### src/rtl/fetch_queue.sv
// Instruction fetch front end: issues word-aligned reads to instruction
// memory, captures each response one cycle later into a small circular
// buffer, and presents the buffer head to the decoder. A redirect flushes
// the buffer, drops any in-flight response and restarts fetch.
module fetch_queue #(
  parameter int          DEPTH    = 4,
  parameter logic [31:0] RESET_PC = 32'h0000_0000
) (
  input  logic                     clk,
  input  logic                     reset,
  output logic                     imem_req,
  output logic [31:0]              imem_addr,
  input  logic [31:0]              imem_rdata,
  input  logic                     redirect,
  input  logic [31:0]              redirect_pc,
  output logic                     instr_valid,
  output logic [31:0]              instr,
  output logic [31:0]              instr_pc,
  input  logic                     instr_ready,
  output logic [$clog2(DEPTH):0]   count
);

  localparam int PW = $clog2(DEPTH);
  localparam int CW = PW + 1;
  localparam logic [CW:0] DEPTH_W = (CW+1)'(DEPTH);

  logic [31:0]   fetch_pc_q, fetch_pc_d;
  logic          inflight_q, inflight_d;
  logic [31:0]   req_addr_q, req_addr_d;
  logic [PW-1:0] head_q, head_d;
  logic [PW-1:0] tail_q, tail_d;
  logic [CW-1:0] count_q, count_d;

  logic [31:0]   buf_instr_q [DEPTH];
  logic [31:0]   buf_pc_q    [DEPTH];

  logic          push;
  logic          pop;
  logic [CW:0]   credit_used;

  // Request credit, handshake and head presentation (head comes from flops only)
  always_comb begin
    credit_used = {1'b0, count_q} + {{CW{1'b0}}, inflight_q};
    imem_req    = !reset && !redirect && (credit_used < DEPTH_W);
    imem_addr   = {fetch_pc_q[31:2], 2'b00};
    instr_valid = !reset && !redirect && (count_q != '0);
    pop         = instr_valid && instr_ready;
    push        = !reset && !redirect && inflight_q;
    instr       = buf_instr_q[head_q];
    instr_pc    = buf_pc_q[head_q];
    count       = reset ? '0 : count_q;
  end

  // Next-state: redirect flushes everything, otherwise advance fetch and buffer
  always_comb begin
    fetch_pc_d = fetch_pc_q;
    inflight_d = inflight_q;
    req_addr_d = req_addr_q;
    head_d     = head_q;
    tail_d     = tail_q;
    count_d    = count_q;
    if (redirect) begin
      fetch_pc_d = {redirect_pc[31:2], 2'b00};
      inflight_d = 1'b0;
      head_d     = '0;
      tail_d     = '0;
      count_d    = '0;
    end else begin
      inflight_d = imem_req;
      if (imem_req) begin
        req_addr_d = imem_addr;
        fetch_pc_d = imem_addr + 32'd4;
      end
      if (push) tail_d = tail_q + PW'(1);
      if (pop)  head_d = head_q + PW'(1);
      count_d = count_q + CW'(push) - CW'(pop);
    end
  end

  // Control state register with synchronous reset
  always_ff @(posedge clk) begin
    if (reset) begin
      fetch_pc_q <= {RESET_PC[31:2], 2'b00};
      inflight_q <= 1'b0;
      head_q     <= '0;
      tail_q     <= '0;
      count_q    <= '0;
    end else begin
      fetch_pc_q <= fetch_pc_d;
      inflight_q <= inflight_d;
      head_q     <= head_d;
      tail_q     <= tail_d;
      count_q    <= count_d;
    end
  end

  // Datapath registers: address of the outstanding request and buffer storage
  always_ff @(posedge clk) begin
    req_addr_q <= req_addr_d;
    if (push) begin
      buf_instr_q[tail_q] <= imem_rdata;
      buf_pc_q[tail_q]    <= req_addr_q;
    end
  end

endmodule

### config.mk
export PLATFORM = sky130hd
export DESIGN_NAME = fetch_queue
export DESIGN_NICKNAME = d
export VERILOG_FILES = /design/src/rtl/fetch_queue.sv
export SDC_FILE = /design/constraint.sdc
export NUM_CORES = 1
export LEC_CHECK = 0
export BUFFER_PORTS_ARGS = -buffer_cell sky130_fd_sc_hd__buf_2
export CORE_MARGIN = 5
export CORE_UTILIZATION = 25
export DETAILED_ROUTE_END_ITERATION = 16
export HOLD_SLACK_MARGIN = 0.06
export PLACE_DENSITY = 0.44
export SETUP_SLACK_MARGIN = 0.2
export SLEW_MARGIN = 5
export SYNTH_ARGS = -nofsm -noshare
export SYNTH_HDL_FRONTEND = slang
export SYNTH_SLANG_ARGS = --single-unit
export TNS_END_PERCENT = 1
### constraint.sdc
create_clock -name clk -period 4.6 [get_ports clk]
set_clock_uncertainty 0.1 [all_clocks]
set_input_delay 0.46 -clock clk [delete_from_list [all_inputs] [get_ports clk]]
set_output_delay 0.46 -clock clk [all_outputs]
set_load 0.02 [all_outputs]
==> qor.txt <==
Initial Utilization -> 0.253
GRT Util Overall -> 0.106
register share of total power -> 0.506
clock power share -> 0.458
ys async rst share -> 0
Num CTS Buffers -> 38
number of vias per cell -> 4.25
final setup fails -> 0
Max Freq -> 339 MHz
max-cap violations -> 0
drt wl/cell -> 19.0 um
initial DRC count -> 358
antenna viol nets, final -> 0
Synth Cell Area -> 12100 um^2
RSZ-0062 raised after global routing -> no
diodes inserted -> 0
r2r setup slk -> 1.85 ns
Int Power -> 5.04 mW
Post-Synth Adder-Cell Area -> 0.00989
area grow syn2layout -> 26.3%
Cells after DPL -> 1402
io pins -> 169
post-synthesis mux area share -> 0.118
Switch Pwr -> 1.36 mW
Die Wd -> 230 um
initial antenna violation count -> 1
CP max FO -> 44
slew at the pin with the worst max-slew slack -> 0.893 ns
worst skew pair latency -> 0.54 ns
# fillers -> 4657
Logic pwr share -> 0.036
Final Power -> 6.40 mW
via count -> 6416
Final Util -> 0.320
PD cells -> 417 nW/um^2
final hold violation count -> 0
largest net degree at the start of global routing -> 54
GRT overflow -> 0
H-tree Lvls -> 2
crit path launch type -> flop
setup bufs post-CTS -> 0
Crit Path Class -> reg2out
Seq/Total Area, Yosys -> 0.753
Synth Instances -> 643
Sw Ratio -> 0.212
fin. max-slew vios -> 0
clock sink count -> 318
Tcrit/Tclk final -> 0.640
flops & latches, synth -> 318
dpl hpwl -> 18100 um
Max transition margin -> 0.405
clock buffer depth -> 3
Worst-path clk slew -> 0.05 ns
area fraction in compound gates after synthesis -> 0.0320
number of remaining DRC errors -> 0
post-route minimum period -> 2.95 ns
VDD IR max -> 0.000245 V
top_reg_cell synth -> edfxtp_1
die area -> 53100 um^2
worst hold slack -> 0.139 ns
Placeable Area -> 47900 um^2
die height -> 230 um
status -> finished clean
final cell count without fillers -> 1508
CTS Root Cell -> clkbuf_16
CTS tree -> yes
CP arrival -> 2.39 ns
Final #Nets -> 941
share of cells above drive strength 1 -> 0.337
CTS resizes -> 0
Yosys cell types -> 42
syn avg cell area -> 18.9 um^2
Critical Path End Type -> output pin
iteration count of the initial detailed-routing pass -> 4
largest family of logic cells by synthesized area -> multiplexers
first-pass GRT wire length -> 43100 um
vias in the first global route -> 6910
IO buf count -> 162
Final GP Congestion -> 0.731
EDFF count, synth -> 278
Hold Path Class -> in2reg
Core Rows -> 80
Lkg Pwr -> 5.29 nW
Final TNS setup -> 0 ns
Simple-Gate Fraction of Synth Area -> 0.0462
XOR/XNOR Fraction of Synth Area -> 0.0195
YS warnings -> 0
Required @ worst endpoint -> 4.04 ns
final WL -> 28600 um
[synth_stat cells (all sizes together) (2+ instances only)]
master / instances / area [um^2]
a2111oi: 2 / 20.0
a21o: 2 / 15.0
a21oi: 25 / 125
and2: 4 / 25.0
and3: 5 / 31.3
and4: 3 / 26.3
buf: 12 / 67.6
clkbuf: 21 / 78.8
dfxtp: 40 / 801
edfxtp: 278 / 8350
ha: 8 / 100
inv: 28 / 105
mux2i: 3 / 30.0
mux4: 62 / 1400
nand2: 15 / 56.3
nand3: 13 / 65.1
nand4: 10 / 68.8
nor2: 15 / 56.3
nor2b: 5 / 31.3
nor3: 9 / 45.0
nor3b: 4 / 30.0
nor4: 8 / 50.1
nor4b: 2 / 17.5
o21a: 21 / 158
o21ai: 2 / 10.0
o22ai: 4 / 25.0
o31a: 2 / 17.5
or2: 2 / 12.5
or3: 2 / 13.8
or4: 3 / 22.5
xnor2: 11 / 96.3
xor2: 16 / 140
[path summary, 6_finish.rpt]
path | cells after the start | start | to
worst max-delay path | 3 | flop | instr_pc[20]
worst min-delay path | 3 | redirect_pc[25] | fetch_pc_q[25]
worst max register to register | 7 | count_q[1] | req_addr_q[15]
worst min register to register | 0 | req_addr_q[29] | buf_pc_q[0][27]
[critical path: stages (launching register included)]
cell	delay (ns)
dfxtp_4	0.62
buf_12	0.40
mux4_2	0.59
buf_2	0.19
[cell families after synthesis]
| logic type | Yosys count |
|---|---|
| simple gates | 101 |
| fa+ha+maj | 9 |
| compound gates | 60 |
| mux | 66 |
| flops | 318 |
| other cells | 1 |
| buf+inv | 61 |
| xor+xnor | 27 |
[power by group through the flow]
stage	clock (mW)	sequential, mW	combinational [mW]
global route	3.16	3.24	0.251
finish	2.93	3.24	0.230
CTS	3.05	3.24	0.234
detailed placement	0	3.30	0.208
floorplan	0	3.30	0.0969
global placement	0	3.30	0.207
[metrics by stage]
step | area [um^2] | worst slack [ns]
after floorplan | 12200 | 1.65
after global placement | 13700 | 1.58
after detailed placement | 13700 | 1.61
after CTS | 15300 | 1.50
after global routing | 15300 | 1.46
final | 15300 | 1.65
[per-layer routing]
metal	up-vias	track usage	wire length [um]
met2	175	0.173	13500
met1	3202	0.139	12800
met3	40	0.0286	1770
li1	2999	-	-
met5	-	0	0
met4	0	0.0340	557
[what timing repair did]
| action | in CTS | in global routing |
|---|---|---|
| setup endpoints to repair | 0 | 0 |
| hold endpoints to repair | 133 | 0 |
| hold buffers | 37 | 0 |
[area by class of cell]
type                            instances  area, um^2  area share
Clock buffer                           48        1030      0.0671
Inverter                               28         105     0.00685
Sequential cell                       318        9160       0.597
Multi-Input combinational cell        267        2780       0.181
Tap cell                              615         769      0.0501
Clock inverter                         21         199      0.0130
Timing Repair Buffer                  211        1310      0.0853
[cell usage in the layout (no fill, tap or decap), drive strengths merged, types with 16 or more instances in the layout]
cell | netlist | routed
a21oi | 25 | 25
buf | 12 | 174
clkbuf | 21 | 48
dfxtp | 40 | 40
dlygate4sd3 | 0 | 37
edfxtp | 278 | 278
inv | 28 | 30
mux4 | 62 | 62
o21a | 21 | 21
xor2 | 16 | 16
[sequential cells by signal, indices dropped and copies added, names as in the netlist, named ones only]
signal	cells
count_q	3
inflight_q	1
head_q	2
tail_q	2
fetch_pc_q	30
req_addr_q	30
buf_pc_q	120
buf_instr_q	128
No activity file was read; power rests on OpenSTA's default activity.
